--- src/rtl/icache_refill_engine.sv ---
// Instruction-cache miss refill engine: fetches a block as a burst, returns the
// missed word early, writes the block into the data array in chunks, then commits tag/valid.
module icache_refill_engine #(
    parameter int TAG_W       = 8,
    parameter int SET_W       = 4,
    parameter int OFF_W       = 4,
    parameter int WORD_W      = 20,
    parameter int BEAT_W      = 40,
    parameter int NUM_WAYS    = 4,
    parameter int DA_WR_WORDS = 4,
    localparam int WAY_W      = $clog2(NUM_WAYS),
    localparam int CH_W       = $clog2((2**OFF_W) / DA_WR_WORDS)
) (
    input  logic                          clk,
    input  logic                          arst_n,
    input  logic                          i_req_valid,
    output logic                          o_req_ready,
    input  logic [TAG_W-1:0]              i_tag,
    input  logic [SET_W-1:0]              i_set,
    input  logic [OFF_W-1:0]              i_offset,
    input  logic [NUM_WAYS-1:0]           i_valid_bits,
    input  logic [WAY_W-1:0]              i_lru_way,
    output logic                          o_mem_req_valid,
    input  logic                          i_mem_req_ready,
    output logic [TAG_W+SET_W-1:0]        o_mem_req_addr,
    input  logic                          i_mem_data_valid,
    input  logic [BEAT_W-1:0]             i_mem_data,
    output logic                          o_da_valid,
    input  logic                          i_da_ready,
    output logic [SET_W-1:0]              o_da_set,
    output logic [WAY_W-1:0]              o_da_way,
    output logic [CH_W-1:0]               o_da_chunk,
    output logic [DA_WR_WORDS*WORD_W-1:0] o_da_data,
    output logic                          o_meta_valid,
    input  logic                          i_meta_ready,
    output logic [SET_W-1:0]              o_meta_set,
    output logic [WAY_W-1:0]              o_meta_way,
    output logic [TAG_W-1:0]              o_meta_tag,
    output logic                          o_word_valid,
    output logic [WORD_W-1:0]             o_word,
    output logic                          o_busy
);
    localparam int WORDS   = 2**OFF_W;
    localparam int WPB     = BEAT_W / WORD_W;
    localparam int BEATS   = WORDS / WPB;
    localparam int CHUNKS  = WORDS / DA_WR_WORDS;
    localparam int BT_W    = $clog2(BEATS);
    localparam int DA_BITS = DA_WR_WORDS * WORD_W;

    if ((BEAT_W % WORD_W) != 0 || (WORDS % WPB) != 0 || (WORDS % DA_WR_WORDS) != 0 ||
        CHUNKS < 2 || BEATS < 2) begin : g_bad_cfg
        $error("icache_refill_engine: illegal parameter configuration");
    end

    typedef enum logic [2:0] {S_IDLE, S_REQ, S_FILL, S_DA_WR, S_META} state_t;

    state_t              r_state;
    state_t              w_next;
    logic [TAG_W-1:0]    r_tag;
    logic [SET_W-1:0]    r_set;
    logic [OFF_W-1:0]    r_offset;
    logic [WAY_W-1:0]    r_way;
    logic [BT_W-1:0]     r_beat_cnt;
    logic [CH_W-1:0]     r_chunk;
    logic                r_word_valid;
    logic [WORD_W-1:0]   r_word;
    logic [BEAT_W-1:0]   r_line [BEATS];

    logic [WAY_W-1:0]         w_victim;
    logic [BT_W-1:0]          w_tgt_beat;
    logic [OFF_W-1:0]         w_tgt_sub;
    logic [WORD_W-1:0]        w_word_in;
    logic [WORDS*WORD_W-1:0]  w_line;
    logic [DA_BITS-1:0]       w_da_data;
    logic                     w_capture;
    logic                     w_hit;

    // Victim way, missed-word extraction and chunk selection from the line buffer.
    always_comb begin
        w_victim = i_lru_way;
        for (int w = NUM_WAYS - 1; w >= 0; w--) begin
            w_victim = (!i_valid_bits[w]) ? WAY_W'(w) : w_victim;
        end
        w_tgt_beat = BT_W'(r_offset / OFF_W'(WPB));
        w_tgt_sub  = r_offset % OFF_W'(WPB);
        w_word_in  = '0;
        for (int k = 0; k < WPB; k++) begin
            w_word_in = (w_tgt_sub == OFF_W'(k)) ? i_mem_data[k*WORD_W +: WORD_W] : w_word_in;
        end
        w_line = '0;
        for (int b = 0; b < BEATS; b++) begin
            w_line[b*BEAT_W +: BEAT_W] = r_line[b];
        end
        w_da_data = '0;
        for (int c = 0; c < CHUNKS; c++) begin
            w_da_data = (r_chunk == CH_W'(c)) ? w_line[c*DA_BITS +: DA_BITS] : w_da_data;
        end
        w_capture = (r_state == S_FILL) && i_mem_data_valid;
        w_hit     = w_capture && (r_beat_cnt == w_tgt_beat);
    end

    // Next-state decode and handshake outputs.
    always_comb begin
        w_next          = r_state;
        o_req_ready     = 1'b0;
        o_mem_req_valid = 1'b0;
        o_da_valid      = 1'b0;
        o_meta_valid    = 1'b0;
        o_da_data       = '0;
        case (r_state)
            S_IDLE: begin
                o_req_ready = 1'b1;
                w_next      = i_req_valid ? S_REQ : S_IDLE;
            end
            S_REQ: begin
                o_mem_req_valid = 1'b1;
                w_next          = i_mem_req_ready ? S_FILL : S_REQ;
            end
            S_FILL: begin
                w_next = (w_capture && r_beat_cnt == BT_W'(BEATS - 1)) ? S_DA_WR : S_FILL;
            end
            S_DA_WR: begin
                o_da_valid = 1'b1;
                o_da_data  = w_da_data;
                w_next     = (i_da_ready && r_chunk == CH_W'(CHUNKS - 1)) ? S_META : S_DA_WR;
            end
            S_META: begin
                o_meta_valid = 1'b1;
                w_next       = i_meta_ready ? S_IDLE : S_META;
            end
            default: begin
                w_next = S_IDLE;
            end
        endcase
    end

    assign o_mem_req_addr = {r_tag, r_set};
    assign o_da_set       = r_set;
    assign o_da_way       = r_way;
    assign o_da_chunk     = r_chunk;
    assign o_meta_set     = r_set;
    assign o_meta_way     = r_way;
    assign o_meta_tag     = r_tag;
    assign o_word_valid   = r_word_valid;
    assign o_word         = r_word;
    assign o_busy         = (r_state != S_IDLE);

    // State, captured miss fields, counters and the early-restart word.
    always_ff @(posedge clk or negedge arst_n) begin
        if (!arst_n) begin
            r_state      <= S_IDLE;
            r_tag        <= '0;
            r_set        <= '0;
            r_offset     <= '0;
            r_way        <= '0;
            r_beat_cnt   <= '0;
            r_chunk      <= '0;
            r_word_valid <= 1'b0;
            r_word       <= '0;
        end else begin
            r_state      <= w_next;
            r_word_valid <= w_hit;
            if (w_hit) begin
                r_word <= w_word_in;
            end
            case (r_state)
                S_IDLE: begin
                    if (i_req_valid) begin
                        r_tag      <= i_tag;
                        r_set      <= i_set;
                        r_offset   <= i_offset;
                        r_way      <= w_victim;
                        r_beat_cnt <= '0;
                        r_chunk    <= '0;
                    end
                end
                S_REQ: begin
                    if (i_mem_req_ready) begin
                        r_beat_cnt <= '0;
                    end
                end
                S_FILL: begin
                    if (w_capture) begin
                        r_beat_cnt <= r_beat_cnt + BT_W'(1);
                        r_chunk    <= '0;
                    end
                end
                S_DA_WR: begin
                    if (i_da_ready) begin
                        r_chunk <= r_chunk + CH_W'(1);
                    end
                end
                default: begin
                end
            endcase
        end
    end

    // Line buffer carries no reset; every slot is rewritten before it is read.
    always_ff @(posedge clk) begin
        if (w_capture) begin
            r_line[r_beat_cnt] <= i_mem_data;
        end
    end
endmodule

--- config.mk ---
export PLATFORM = sky130hd
export DESIGN_NAME = icache_refill_engine
export DESIGN_NICKNAME = d
export VERILOG_FILES = /design/src/rtl/icache_refill_engine.sv
export SDC_FILE = /design/constraint.sdc
export NUM_CORES = 1
export LEC_CHECK = 0
export CAP_MARGIN = 15
export CORE_ASPECT_RATIO = 2
export CORE_MARGIN = 8
export CORE_UTILIZATION = 27
export CTS_BUF_LIST = sky130_fd_sc_hd__clkbuf_4 sky130_fd_sc_hd__clkbuf_8
export CTS_CLUSTER_DIAMETER = 80
export DETAILED_ROUTE_END_ITERATION = 10
export MAX_ROUTING_LAYER = met4
export PLACE_DENSITY = 0.52
export REMOVE_ABC_BUFFERS = 1
export SLEW_MARGIN = 5
export SYNTH_ARGS = -nofsm -noshare
export SYNTH_HDL_FRONTEND = slang
export SYNTH_SLANG_ARGS = --single-unit
--- constraint.sdc ---
create_clock -name clk -period 4.7 [get_ports clk]
set_input_delay 0.705 -clock clk [delete_from_list [all_inputs] [get_ports clk]]
set_output_delay 0.705 -clock clk [all_outputs]
set_load 0.01 [all_outputs]
==> out/qor.txt, run 1 <==
Aggregate global routing overflow -> 0
Top-area cell type share of the netlist area -> 0.647
CTS resizes -> 0
Vias in the first global route -> 9,833
Chip width -> 182 um
CTS tree -> built
Layout Cells excl Fill -> 1,902
RSZ-0062 raised after global routing -> no
CP cell instances -> inv_1 > ha_4 > buf_4 > a221oi_1 > a211o_1 > a21oi_1 > clkdlybuf4s50_1
Reg2reg path depth -> 5
Routed vias -> 9,003
Crit path from -> o_da_chunk[0]$_DFFE_PN0P_
Final wirelength -> 41.9 mm
Worst skew pair latency -> 0.61 ns
Synth Instances -> 987
CP bufs+invs -> 3
WP data arrival -> 3.57 ns
IO Count -> 209
Core region area -> 54,400 um2
Pwr/cell area -> 649 nW/um2
Layout cell share with drive strength beyond 1 -> 0.153
Clk buf depth -> 3
Worst VDD drop -> 427 uV
Initial antenna violation count -> 1
Drt pass-1 iters -> 4
Via/cell ratio -> 4.73
CP endpoint kind -> primary output
DP HPWL -> 25.9 mm
Synthesized area per cell -> 15.0 um2
Crit path max-delay family -> buffers and inverters
Worst Tran Pin Value -> 1.15 ns
Max incr delay on CP -> 0.63 ns
Initial Utilization -> 0.273
Max-cap violation count -> 0
Final #Nets -> 1,260
Tcrit/Tclk final -> 0.910
Tmin final -> 4.28 ns
H-tree levels -> 2
Fin Hold WS -> 0.253 ns
Synthesis Warnings -> 0
Synth top area cells -> edfxtp_1 (65%), dfrtp_1 (7.9%), a211o_1 (4.7%)
CTS sink cnt -> 367
Port buffer count -> 208
Synth cell types -> 38
Die Y -> 348 um
Worst Setup Path Type -> reg -> out
Status -> completed
Post-synth top area cell -> edfxtp_1
Fillers -> 5,229
Final Hold Vio Count -> 0
Residual DRC -> 0
Slew Limit Fails -> 0
Fmax achieved -> 234 MHz
Worst clock skew -> 0.0104 ns
GP Congestion -> 0.719
Area Overhead vs Synth -> 26.3%
CTS buffer count -> 54
Syn Std Cell Area -> 14,900 um2
Post-Place Cells -> 1,805
Largest net degree at the start of global routing -> 88
CP max FO -> 57
Die area -> 63,200 um2
Reg2Reg Setup Slack -> 2.05 ns
Sequential-to-total area share from yosys stat -> 0.726
Leak -> 6.49 nW
Tot GR Track Use -> 0.134
Drt wl/cell -> 22.0 um
Clock-pin slew of the registers on the worst-case setup and hold paths -> 0.06 ns
Initial DRC Count -> 487
CTS root buffer -> clkbuf_8
CP required -> 3.99 ns
Fin Setup TNS -> 0 ns
Setup bufs post-CTS -> 0
Startpoint types -> flop
Critical R2R Launch -> r_state[0]$_DFF_PN0_
# rows -> 121
CTS Hold Buffers Added -> 0
Final core occ -> 0.345
CP max-delay cell -> ha_4
Post-DRT Antenna Nets -> 0
Yosys reg bits -> 367
Max-slew headroom -> 0.235
Tot Pwr -> 12.2 mW
First-pass GRT wire length -> 62.5 mm
Hold crit path type -> in -> async
Final setup viols -> 0
R2r endpoint -> r_line[6][9]$_DFFE_PP_
[kinds of logic after synthesis]
group	after synthesis	share of synthesized area
DFF	367	0.726
AOI/OAI and AO/OA	256	0.133
buffers and inverters	178	0.0543
and+or+nand+nor	118	0.0351
muxes	59	0.0447
adders and majority gates	6	0.00505
xor gates and xnor gates	3	0.00177
[cells in the final DEF (no fill, tap or decap), types with 6 or more instances in the layout]
cell type,instances
mux2_2,53
edfxtp_1,320
a221oi_1,69
nor2_4,7
a221oi_2,10
clkdlybuf4s50_1,207
inv_1,89
clkinv_1,13
nand2_1,87
buf_12,10
mux2_1,6
clkbuf_4,15
a21oi_1,83
clkbuf_8,58
a211o_1,79
buf_4,13
dfrtp_1,46
[cells in the mapped netlist, drive strengths merged]
master,number
edfxtp,320
inv,89
nand2,88
a21oi,83
a211o,79
a221oi,79
mux2,59
dfrtp,47
clkbuf,46
buf,43
nor2,11
ha,6
nor3b,5
nand2b,4
nor2b,4
o21ai,4
a211oi,3
nor3,3
xnor2,3
a21boi,1
a21o,1
a22oi,1
a311o,1
a311oi,1
a32o,1
and3,1
nand4,1
o2111ai,1
o2bb2ai,1
or3,1
[area by class of cell]
| cell class | instances | area (um2) | area share |
|---|---|---|---|
| Clock buffer | 73 | 911 | 0.0486 |
| Antenna cell | 1 | 2.50 | 0.000133 |
| Multi-Input combinational cell | 442 | 3370 | 0.179 |
| Inverter | 89 | 334 | 0.0178 |
| Tap cell | 676 | 846 | 0.0451 |
| Sequential cell | 367 | 10800 | 0.575 |
| Timing Repair Buffer | 231 | 2370 | 0.127 |
| Clock inverter | 23 | 138 | 0.00734 |
[how the worst max path moves through the flow]
stage               cells past startpoint            to  slack (ns)
finish                                  7  o_da_data[7]        0.42
CTS                                     7  o_da_data[7]        0.33
global placement                        7  o_da_data[7]        1.06
floorplan                               5  o_da_data[0]       -0.18
global route                            7  o_da_data[7]        0.23
detailed placement                      7  o_da_data[7]        1.02
[power breakdown]
group | switching (mW) | leakage [nW] | internal [mW]
combinational | 2.73 | 2.49 | 2.62
sequential | 0.300 | 3.47 | 3.99
clock | 1.24 | 0.541 | 1.31
total | 4.26 | 6.49 | 7.92
[worst reg2reg max path, cell delays in order (launching register included)]
cell and delay [ns]:
dfrtp_1 0.54, nand2b_1 0.30, nor2_4 0.14, nand2_1 0.25, nor2_4 0.81, buf_12 0.30
[per-stage QoR]
stage / setup slack, ns / area (um2)
after floorplan: -0.180 / 14400
after global routing: 0.234 / 18800
after detailed placement: 1.02 / 17700
final: 0.423 / 18800
after CTS: 0.327 / 18800
after global placement: 1.06 / 17700
[registers in the layout, indices dropped and copies added, names as in the netlist]
signal and count:
o_meta_tag 8, o_da_set 4, r_line 320, o_word 20, o_word_valid 1, o_da_chunk 2
r_beat_cnt 3, r_offset 4, o_da_way 2, r_state 3
[metal layers]
| metal | track usage | up-vias | share of wire |
|---|---|---|---|
| met5 | - | - | 0 |
| met4 | 0.0400 | 0 | 0.019 |
| met3 | 0.0297 | 43 | 0.050 |
| met2 | 0.247 | 240 | 0.54 |
| met1 | 0.141 | 4576 | 0.39 |
| li1 | - | 4144 | - |
(Power assumes the default switching activity.)
==> run 2, diff against run 1 <==
PLACE_DENSITY = 0.53   (was 0.52)
==> out/qor.txt, run 2 (synthesized netlist as in run 1, its figures left out) <==
CTS resizes -> 0
Hold crit path type -> in -> async
Leak -> 6.55 nW
CP cell instances -> inv_1 > ha_4 > buf_4 > a221oi_1 > a211o_1 > a21oi_1 > clkdlybuf4s50_1
Initial DRC Count -> 516
Final #Nets -> 1,260
Die Y -> 348 um
Routed vias -> 9,070
Startpoint types -> flop
CP endpoint kind -> primary output
Residual DRC -> 0
CTS root buffer -> clkbuf_8
Grt met2 use -> 0.240
Worst Setup Path Type -> reg -> out
GRT Max-Usage Layer -> met2
CP bufs+invs -> 3
Tmin final -> 4.39 ns
WP data arrival -> 3.69 ns
H-tree levels -> 2
IO Count -> 209
Vias in the first global route -> 9,899
Via/cell ratio -> 4.76
Setup bufs post-CTS -> 0
Layout Cells excl Fill -> 1,905
CTS buffer count -> 54
Clk buf depth -> 3
CP max FO -> 78
Tcrit/Tclk final -> 0.935
Fin Hold WS -> 0.0808 ns
Crit path max-delay family -> buffers and inverters
Max-slew headroom -> 0.314
Post-Place Cells -> 1,805
Max-cap violation count -> 0
Area Overhead vs Synth -> 26.8%
Aggregate global routing overflow -> 0
Initial Utilization -> 0.273
Tot GR Track Use -> 0.134
Most common cell after layout, fill and taps aside -> edfxtp_1
Worst skew pair latency -> 0.60 ns
Worst Tran Pin Value -> 1.03 ns
Layout cell share with drive strength beyond 1 -> 0.161
Met1 usage -> 0.147
Drt wl/cell -> 21.9 um
Max reg flops -> 320
Grt met3 use -> 0.0251
Slew Limit Fails -> 0
DP HPWL -> 25.4 mm
Post-DRT Antenna Nets -> 0
CTS sink cnt -> 367
First-pass GRT wire length -> 62.4 mm
Initial antenna violation count -> 1
Die area -> 63,200 um2
Final wirelength -> 41.7 mm
# rows -> 121
CTS tree -> built
Status -> completed
RSZ-0062 raised after global routing -> no
Chip width -> 182 um
CP max-delay cell -> ha_4
Largest net degree at the start of global routing -> 80
Final setup viols -> 0
Worst clock skew -> 0.0143 ns
Max incr delay on CP -> 0.80 ns
CP required -> 3.99 ns
Clock-pin slew of the registers on the worst-case setup and hold paths -> 0.07 ns
Final Hold Vio Count -> 0
Fmax achieved -> 228 MHz
Core region area -> 54,400 um2
Drt pass-1 iters -> 5
CTS Hold Buffers Added -> 0
Pwr/cell area -> 653 nW/um2
Port buffer count -> 208
GP Congestion -> 0.704
Most frequent cells in the layout -> edfxtp_1 (320), clkdlybuf4s50_1 (207), inv_1 (89)
Worst VDD drop -> 430 uV
Most flops, register -> r_line
## run 2: cell types whose count changed in the layout (fill, tap and decap cells not counted), sizes merged
cell | before | now
clkbuf | 73 | 72
clkinv | 17 | 21
bufinv | 1 | 4
clkinvlp | 4 | 2
inv | 90 | 89
## run 2: worst paths after layout
kind	start	to	slack [ns]	depth (start not counted)
worst max-delay path	o_da_chunk[0]$_DFFE_PN0P_	o_da_data[16]	0.31	7
worst min-delay path	arst_n	o_meta_tag[6]$_DFFE_PN0P_	0.08	1
worst max register to register	r_state[0]$_DFF_PN0_	r_line[7][21]$_DFFE_PP_	2.07	5
worst min register to register	o_word[10]$_DFFE_PN0P_	o_word[10]$_DFFE_PN0P_	0.49	1
max in group asynchronous	arst_n	o_word[4]$_DFFE_PN0P_	3.68	2
min in group clk	o_word[10]$_DFFE_PN0P_	o_word[10]$_DFFE_PN0P_	0.49	1
## run 2: worst reg2reg max path, cell delays in order, from the launching register on
cell,delay (ns)
dfrtp_1,0.53
nand2b_1,0.29
nor2_4,0.14
nand2_1,0.23
nor2_4,0.80
buf_12,0.30
## run 2: metrics by stage
stage	setup WS, ns	total power, mW	area, um2	utilization	setup TNS [ns]
2_1_floorplan	-0.180	7.03	14400	-	-12.56
3_3_place_gp	0.956	9.73	17700	0.325	0
3_5_place_dp	0.880	9.75	17700	0.325	0
4_1_cts	0.178	12.6	18800	0.346	0
5_1_grt	0.0299	13.0	18800	0.346	0
6_report	0.305	12.3	18800	0.346	0
## run 2: routing by layer
layer  share of wire  wire length (um)
met1            0.40             16500
met2            0.53             22200
met3           0.045              1890
met4           0.025              1050
met5               0                 0
## run 2: area by class of cell
class / instances / area (um2)
Fill cell: 5236 / 35500
Sequential cell: 367 / 10800
Multi-Input combinational cell: 442 / 3370
Timing Repair Buffer: 231 / 2350
Clock buffer: 72 / 910
Tap cell: 676 / 846
Inverter: 89 / 334
Clock inverter: 27 / 233
Antenna cell: 1 / 2.50
## run 2: where the power goes
part           switching (mW)  total [mW]  leakage (nW)  internal [mW]
registers               0.290        4.28          3.47           3.99
logic                    2.68        5.27          2.48           2.59
clock network            1.25        2.73         0.609           1.48
total                    4.22        12.3          6.55           8.07
==> run 3, diff against run 2 <==
CTS_CLUSTER_SIZE = 12   (was default)
==> out/qor.txt, run 3 (synthesized netlist as in run 1, its figures left out) <==
Status -> completed
Final #Nets -> 1,242
Final Hold Vio Count -> 0
RSZ-0062 raised after global routing -> no
Vias in the first global route -> 9,696
Reg2Reg Setup Slack -> 2.08 ns
CTS buffer count -> 36
Storage element area -> 10,800 um2
GP Congestion -> 0.704
Worst clock skew -> 0.0221 ns
Clk buf depth -> 3
Multi-input logic area -> 3370 um2
Tmin final -> 4.37 ns
Hold crit path type -> in -> async
DP HPWL -> 25.4 mm
Fin Setup TNS -> 0 ns
Initial DRC Count -> 516
Largest net degree at the start of global routing -> 80
Most frequent cells in the layout -> edfxtp_1 (320), clkdlybuf4s50_1 (207), inv_1 (89)
Worst skew pair latency -> 0.57 ns
R2r endpoint -> r_line[7][16]$_DFFE_PP_
CP max FO -> 78
Fmax achieved -> 229 MHz
Residual DRC -> 0
Reg2reg path depth -> 5
Pwr/cell area -> 629 nW/um2
Max reg flops -> 320
Fillers -> 5,273
Critical R2R Launch -> r_state[0]$_DFF_PN0_
Most flops, register -> r_line
Die area -> 63,200 um2
Port buffer count -> 208
IO Count -> 209
Max-cap violation count -> 0
First-pass GRT wire length -> 61.8 mm
Aggregate global routing overflow -> 0
Initial Utilization -> 0.273
Worst Setup Path Type -> reg -> out
WP data arrival -> 3.67 ns
Final wirelength -> 41.6 mm
CTS root buffer -> clkbuf_8
Drt pass-1 iters -> 5
Worst Tran Pin Value -> 1.03 ns
Initial antenna violation count -> 1
Layout cell share with drive strength beyond 1 -> 0.142
Setup bufs post-CTS -> 0
CTS Hold Buffers Added -> 0
Startpoint types -> flop
Final setup viols -> 0
Via/cell ratio -> 4.78
Leak -> 6.33 nW
Tot Pwr -> 11.6 mW
Worst VDD drop -> 427 uV
Die Y -> 348 um
Max-slew headroom -> 0.313
Routed vias -> 8,944
CTS sink cnt -> 367
CTS tree -> built
CP endpoint kind -> primary output
CTS resizes -> 0
Drt wl/cell -> 22.2 um
Area Overhead vs Synth -> 23.9%
Tcrit/Tclk final -> 0.931
Core region area -> 54,400 um2
# rows -> 121
Clock-pin slew of the registers on the worst-case setup and hold paths -> 0.10 ns
Post-DRT Antenna Nets -> 0
Chip width -> 182 um
H-tree levels -> 2
Tot GR Track Use -> 0.133
Fin Hold WS -> 0.105 ns
Slew Limit Fails -> 0
Most common cell after layout, fill and taps aside -> edfxtp_1
CP required -> 3.99 ns
## run 3: final cells by class
cell class | count | area share
timing repair buffer | 231 | 0.128
inverter | 89 | 0.0182
antenna | 2 | 0.000272
multi-input combinational | 442 | 0.183
tap | 676 | 0.0460
clock buffer | 62 | 0.0379
clock inverter | 3 | 0.00116
sequential | 367 | 0.586
## run 3: worst max-delay path, cell delays in order, from the launching register on
cell and delay (ns):
dfrtp_1 0.49, inv_1 0.18, ha_4 0.80, buf_4 0.44, a221oi_1 0.09, a211o_1 0.31
a21oi_1 0.14, clkdlybuf4s50_1 0.57
## run 3: power by group
group | switching [mW] | internal [mW]
clock network | 1.10 | 0.938
logic | 2.68 | 2.59
registers | 0.292 | 3.98
total | 4.07 | 7.51
## run 3: metal layers
layer,share of wire,track usage,vias to the layer above
li1,-,-,4089
met1,0.39,0.145,4506
met3,0.053,0.0244,63
met4,0.026,0.0423,0
met2,0.53,0.241,286
met5,0,-,-
## run 3: metrics by stage
step / cell area (um2) / cells / util / setup slack, ns
after CTS: 18400 / 1870 / 0.339 / 0.222
after detailed placement: 17700 / 1805 / 0.325 / 0.880
after global placement: 17700 / 1805 / 0.325 / 0.956
after floorplan: 14400 / 898 / - / -0.180
final: 18400 / 1872 / 0.339 / 0.326
after global routing: 18400 / 1871 / 0.339 / 0.0547
## run 3: worst max path at each step
| stage | from | to | slack [ns] | depth (start not counted) |
|---|---|---|---|---|
| finish | o_da_chunk[0]$_DFFE_PN0P_ | o_da_data[29] | 0.33 | 7 |
| global route | o_da_chunk[0]$_DFFE_PN0P_ | o_da_data[62] | 0.05 | 7 |
| CTS | o_da_chunk[0]$_DFFE_PN0P_ | o_da_data[29] | 0.22 | 7 |
| detailed placement | o_da_chunk[0]$_DFFE_PN0P_ | o_da_data[29] | 0.88 | 7 |
| global placement | o_da_chunk[0]$_DFFE_PN0P_ | o_da_data[29] | 0.96 | 7 |
| floorplan | o_da_chunk[0]$_DFFE_PN0P_ | o_da_data[0] | -0.18 | 5 |
